**src/rtl/maxpool_layer_2_pkg.sv**
```systemverilog
// Shared constants and types for the second 2x2 max-pool stage.
package maxpool_layer_2_pkg;

  localparam int CNN_DATA_WIDTH     = 16;
  localparam int CONV2_OUT_CHANNELS = 3;
  localparam int CONV2_OUT_IMG_SIZE = 10;
  localparam int POOL2_OUT_SIZE     = CONV2_OUT_IMG_SIZE / 2;
  localparam int OUT_IDX_WIDTH      = 7;

  typedef enum logic [1:0] {
    ST_IDLE = 2'd0,
    ST_RUN  = 2'd1,
    ST_DONE = 2'd2
  } pool_state_t;

  // Counter width able to hold 0..n-1, never narrower than min_w.
  function automatic int field_width(input int n, input int min_w);
    int w;
    w = (n > 1) ? $clog2(n) : 1;
    return (w < min_w) ? min_w : w;
  endfunction

endpackage

```
**src/rtl/maxpool_layer_2_signed_max2.sv**
```systemverilog
// Combinational two-input signed maximum; equal inputs return a.
module signed_max2 #(
  parameter int DATA_WIDTH = 16
) (
  input  logic [DATA_WIDTH-1:0] a,
  input  logic [DATA_WIDTH-1:0] b,
  output logic [DATA_WIDTH-1:0] y
);

  // Two's-complement comparison of the raw sample words.
  always_comb begin
    y = ($signed(a) >= $signed(b)) ? a : b;
  end

endmodule

```
**src/rtl/maxpool_layer_2.sv**
```systemverilog
// 2x2 stride-2 streaming max-pool over a channel-major raster stream,
// using one line buffer of horizontal maxima from each even row.
module maxpool_layer_2
  import maxpool_layer_2_pkg::*;
#(
  parameter int CHANNELS    = CONV2_OUT_CHANNELS,
  parameter int IN_IMG_SIZE = CONV2_OUT_IMG_SIZE,
  parameter int POOL_SIZE   = 2,
  parameter int DATA_WIDTH  = CNN_DATA_WIDTH
) (
  input  logic                  clk,
  input  logic                  reset_n,
  input  logic                  start_pool2,
  input  logic                  in_valid,
  input  logic [DATA_WIDTH-1:0] in_data,
  output logic                  out_valid,
  output logic [DATA_WIDTH-1:0] out_data,
  output logic [6:0]            out_idx,
  output logic                  busy,
  output logic                  finish_pool2
);

  localparam int OUT_IMG_SIZE = IN_IMG_SIZE / 2;
  localparam int COL_W        = field_width(IN_IMG_SIZE, 2);
  localparam int ROW_W        = field_width(IN_IMG_SIZE, 1);
  localparam int CH_W         = field_width(CHANNELS, 1);
  localparam int LB_W         = COL_W - 1;

  localparam logic [COL_W-1:0] COL_LAST = COL_W'(IN_IMG_SIZE - 1);
  localparam logic [ROW_W-1:0] ROW_LAST = ROW_W'(IN_IMG_SIZE - 1);
  localparam logic [CH_W-1:0]  CH_LAST  = CH_W'(CHANNELS - 1);

  if (IN_IMG_SIZE % 2 != 0) begin : g_bad_img_size
    $error("maxpool_layer_2: IN_IMG_SIZE must be even");
  end
  if (POOL_SIZE != 2) begin : g_bad_pool_size
    $error("maxpool_layer_2: only POOL_SIZE = 2 is supported");
  end

  pool_state_t state_q, state_d;

  logic [COL_W-1:0]         col_q;
  logic [ROW_W-1:0]         row_q;
  logic [CH_W-1:0]          ch_q;
  logic [OUT_IDX_WIDTH-1:0] out_cnt_q;
  logic [DATA_WIDTH-1:0]    hold_q;
  logic [DATA_WIDTH-1:0]    linebuf_q [OUT_IMG_SIZE];

  logic                  accept;
  logic                  start_accept;
  logic                  col_last, row_last, ch_last;
  logic                  last_pixel;
  logic                  window_done;
  logic [LB_W-1:0]       lb_addr;
  logic [DATA_WIDTH-1:0] lb_rd;
  logic [DATA_WIDTH-1:0] hmax;
  logic [DATA_WIDTH-1:0] vmax;

  // Handshake qualifiers and window position decode.
  always_comb begin
    accept       = (state_q == ST_RUN) && in_valid;
    start_accept = (state_q == ST_IDLE) && start_pool2;
    col_last     = (col_q == COL_LAST);
    row_last     = (row_q == ROW_LAST);
    ch_last      = (ch_q == CH_LAST);
    last_pixel   = accept && ch_last && row_last && col_last;
    window_done  = accept && col_q[0] && row_q[0];
    lb_addr      = col_q[COL_W-1:1];
    lb_rd        = linebuf_q[lb_addr];
  end

  signed_max2 #(.DATA_WIDTH(DATA_WIDTH)) u_hmax (
    .a (hold_q),
    .b (in_data),
    .y (hmax)
  );

  signed_max2 #(.DATA_WIDTH(DATA_WIDTH)) u_vmax (
    .a (lb_rd),
    .b (hmax),
    .y (vmax)
  );

  // State register.
  always_ff @(posedge clk or negedge reset_n) begin
    if (!reset_n) begin
      state_q <= ST_IDLE;
    end else begin
      state_q <= state_d;
    end
  end

  // Next-state logic and busy flag.
  always_comb begin
    state_d = state_q;
    busy    = (state_q != ST_IDLE);
    unique case (state_q)
      ST_IDLE: if (start_pool2) state_d = ST_RUN;
      ST_RUN:  if (last_pixel)  state_d = ST_DONE;
      ST_DONE: state_d = ST_IDLE;
      default: state_d = ST_IDLE;
    endcase
  end

  // Raster position counters: col, then row, then channel.
  always_ff @(posedge clk or negedge reset_n) begin
    if (!reset_n) begin
      col_q <= '0;
      row_q <= '0;
      ch_q  <= '0;
    end else if (start_accept) begin
      col_q <= '0;
      row_q <= '0;
      ch_q  <= '0;
    end else if (accept) begin
      if (col_last) begin
        col_q <= '0;
        if (row_last) begin
          row_q <= '0;
          ch_q  <= ch_last ? '0 : ch_q + 1'b1;
        end else begin
          row_q <= row_q + 1'b1;
        end
      end else begin
        col_q <= col_q + 1'b1;
      end
    end
  end

  // Left pixel of each horizontal pair, held until its right partner arrives.
  always_ff @(posedge clk or negedge reset_n) begin
    if (!reset_n) begin
      hold_q <= '0;
    end else if (accept && !col_q[0]) begin
      hold_q <= in_data;
    end
  end

  // Even-row horizontal maxima, consumed by the odd row below them.
  always_ff @(posedge clk) begin
    if (accept && col_q[0] && !row_q[0]) begin
      linebuf_q[lb_addr] <= hmax;
    end
  end

  // Registered result, index and completion pulse.
  always_ff @(posedge clk or negedge reset_n) begin
    if (!reset_n) begin
      out_valid    <= 1'b0;
      out_data     <= '0;
      out_idx      <= '0;
      out_cnt_q    <= '0;
      finish_pool2 <= 1'b0;
    end else begin
      out_valid    <= 1'b0;
      finish_pool2 <= (state_q == ST_DONE);
      if (start_accept) begin
        out_cnt_q <= '0;
      end else if (window_done) begin
        out_valid <= 1'b1;
        out_data  <= vmax;
        out_idx   <= out_cnt_q;
        out_cnt_q <= out_cnt_q + 7'd1;
      end
    end
  end

endmodule

```
**config.mk**
```make
export PLATFORM = sky130hd
export DESIGN_NAME = maxpool_layer_2
export DESIGN_NICKNAME = d
export VERILOG_FILES = /design/src/rtl/maxpool_layer_2_pkg.sv /design/src/rtl/maxpool_layer_2_signed_max2.sv /design/src/rtl/maxpool_layer_2.sv
export SDC_FILE = /design/constraint.sdc
export NUM_CORES = 1
export LEC_CHECK = 0
export CORE_MARGIN = 4
export CORE_UTILIZATION = 50
export DETAILED_ROUTE_END_ITERATION = 8
export PLACE_DENSITY_LB_ADDON = 0.25
export SETUP_SLACK_MARGIN = 0.4
export SKIP_LAST_GASP = 1
export SYNTH_ARGS = -nofsm -noshare
export SYNTH_HDL_FRONTEND = slang
export SYNTH_SLANG_ARGS = --single-unit
```
**constraint.sdc**
```tcl
create_clock -name clk -period 5.09 [get_ports clk]
set_input_delay 1.018 -clock clk [delete_from_list [all_inputs] [get_ports clk]]
set_output_delay 1.018 -clock clk [all_outputs]
set_load 0.02 [all_outputs]
```
==> key figures <==
Run status
  – Status: completed

Timing
  – Unrepaired setup endpoints after global routing: no
  – Final min period: about 4500 ps
  – Final setup viols: 0
  – Fmax: 220 MHz
  – Actual slew at the worst max-slew pin: approximately 1200 ps
  – Final Max Slew Viols: 0
  – Crit share post-route: 89.2%
  – Final WS setup: 550 ps
  – Clock Skew: 8.97 ps
  – Slew headroom: 20.9%
  – Final hold violation count: 0

Route
  – M1 WL: 7.67 mm
  – Antenna viol nets, final: 0
  – Routed length on met3: 812 um
  – Initial DRC Count: 409
  – Top routing layer used: met4
  – Post-detailed-route wirelength per cell: ~19 um
  – TritonRoute pass-1 iters: 5
  – Metal2 WL: 7.75 mm
  – Vias: 4912
  – Vias per std cell: 5.72
  – # DRC: 0
  – WL final: 16.5 mm

Layout
  – Layout area overhead: 27.7%
  – Commonest cells after routing, fill and taps aside: edfxtp_1 (80), dfrtp_1 (60), buf_4 (49)
  – Ant. Diodes: 0
  – Commonest non-fill, non-tap cell in the layout: edfxtp_1
  – Layout cells sized above 1: 26.0%
  – Design area: approximately 9100 um^2
  – Post-layout net count: 720
  – Final Util: 65.3%

Setup path
  – Max stage delay on crit path: 540 ps
  – WP data required: about 5400 ps
  – CP Max Fanout: 8
  – Crit path launch type: input port
  – Critical Path Slowest Stage Cell: clkdlybuf4s50_1
  – CP cell instances: clkdlybuf4s50_1 > inv_1 > ha_1 > nand2_1 > o21ai_0 > a21bo_2 > buf_12 > mux2i_4 > inv_2 > ha_4 > nand4_1 > or3_4 > a211oi_4 > buf_4 > nor3_1 > buf_4 > nor3_1 > a221o_1
  – Arrival time at the worst endpoint: slightly below 5000 ps
  – Setup CP Type: input port to register
  – Crit. End Element: register

Placement
  – Placer Congestion: a little under 0.9
  – Post-DP HPWL: 11.2 mm
  – Pre-CTS setup slack: -287 ps
  – Input/output buffers: 45
  – Dpl cell area: 8110 um^2

Global route
  – Pin count of the biggest net entering global routing: 61
  – Initial antenna violation count: 0
  – First-pass GRT wire length: 26.4 mm
  – Global router's overall resource usage: 21.1%
  – Grt total ovfl: 0
  – Vias in the first global route: 4982

CTS
  – Clk slew on worst S/H paths: ~60 ps
  – CTS tree: done
  – CTS H-tree lvls: 4
  – CTS buffer count: 17
  – CTS sink cnt: 140
  – Clock Path Buffers: 2
  – Root buffer cell: clkbuf_16
  – Worst-Skew Late Latency: approximately 420 ps

Die
  – Core ar.: 13900 um^2
  – Die X: 127 um
  – Row count: 43
  – # IOs: 46
  – Chip height: approximately 130 um
  – Die Area: 16200 um^2
  – Starting Density: 51.1%

Power and ir drop
  – Power per cell area: approximately 550 nW/um^2
  – Leak pwr: around 0.0037 uW
  – Highest ir drop seen on vdd: 0.000255 V

Synth
  – Mapped Cells: 574
  – Syn Area/Cell: 12.4 um^2
  – Synth Warn #: 0
  – Top_reg_cell synth: edfxtp_1
  – Yosys reg bits: 140
  – Synth area leaders: edfxtp_1 (34%), dfrtp_1 (21%), mux2i_1 (6.9%)
  – Top cell type's share of synthesized area: 33.8%
  – Synth Cell Area: 7100 um^2
  – Asr flop ratio synth: approximately 43%
  – Unique masters post-synth: 54
  – Post-synth EDFFs: 80
  – Post-synth top area cell: edfxtp_1
  – Sequential share of the synthesized area: 55.0%
  – Post-synth net total: ~630

Min path
  – Worst hold path class: register to register

Job
  – Number of max-cap violations: 0
[through the flow]
| step | TNS [ps] | total power, uW | hold WS, ps | cells |
|---|---|---|---|---|
| 2_1_floorplan | 0 | 2840 | 459 | 574 |
| 3_3_place_gp | -1870 | 3490 | 457 | 823 |
| 3_5_place_dp | -4340 | 3550 | 463 | 823 |
| 4_1_cts | 0 | 4870 | 477 | 858 |
| 5_1_grt | 0 | 5270 | 493 | 858 |
| 6_report | 0 | 4990 | 469 | 858 |
[worst paths after layout]
path | start | endpoint | slack, ps | depth (start not counted)
hold / removal | out_idx[0] | out_idx[0] | 470 | 2
min in group asynchronous | reset_n | out_data[14] | 780 | 2
max in group asynchronous | reset_n | hold_q[13] | 3770 | 2
setup / recovery | in_data[3] | out_data[14] | 550 | 18
setup reg to reg | hold_q[10] | out_data[14] | 1010 | 17
hold reg to reg | out_idx[0] | out_idx[0] | 470 | 2
[worst max-delay path: cells and delay by family]
kind | cells | cell delay [ps]
adders and majority gates | 2 | 580
and+or+nand+nor | 5 | 940
muxes | 1 | 270
AOI/OAI and AO/OA | 4 | 850
buffers and inverters | 6 | 1210
[cell type report]
type | instances | area (um^2)
Clock buffer | 22 | 497
Multi-Input combinational cell | 369 | 3270
Sequential cell | 140 | 3900
Tap cell | 180 | 225
Fill cell | 1021 | 4820
Inverter | 37 | 139
Clock inverter | 10 | 86.3
Timing Repair Buffer | 100 | 942
[metal layers]
metal / global-route usage, % / vias to the layer above
li1: - / 2344
met1: 29.5 / 2437
met2: 32.7 / 116
met3: 4.89 / 15
met4: 7.51 / 0
met5: 0 / -
[timing repair]
item | 4_1_cts | 5_1_grt
gates cloned | 2 | 0
gates resized for setup | 38 | 31
setup endpoints to repair | 16 | 16
pin swaps | 7 | 15
buffers inserted | 1 | 0
hold buffers | 0 | 0
[cells in the mapped netlist, drive strengths merged, types with 14 or more instances]
cell type and n:
mux2 23, dfrtp 60, o21ai 21, ha 35, inv 37, mux2i 58, a21oi 20, clkbuf 14
a221o 24, nor3 18, nor2 24, nand2 48, buf 15, edfxtp 80
[flip-flops by register name, indices dropped and copies added, names as in the netlist]
name / count
linebuf_q: 80
out_idx: 7
hold_q: 16
col_q: 4
out_cnt_q: 7
row_q: 4
state_q: 2
out_valid: 1
ch_q: 2
out_data: 16
finish_pool2: 1
[report_power, final]
| part | switching [uW] | total, uW | internal [uW] |
|---|---|---|---|
| Sequential | 185 | 1630 | 1450 |
| Combinational | 1160 | 2150 | 994 |
| Clock | 462 | 1200 | 741 |
[cells by family after synthesis]
family	synth area share [%]
AOI/OAI and AO/OA	10.9
xor gates and xnor gates	0.494
muxes	12.3
buffers and inverters	4.28
adders and majority gates	6.17
DFF	55.0
and+or+nand+nor	10.8
Power figures use the tool's default switching activity.
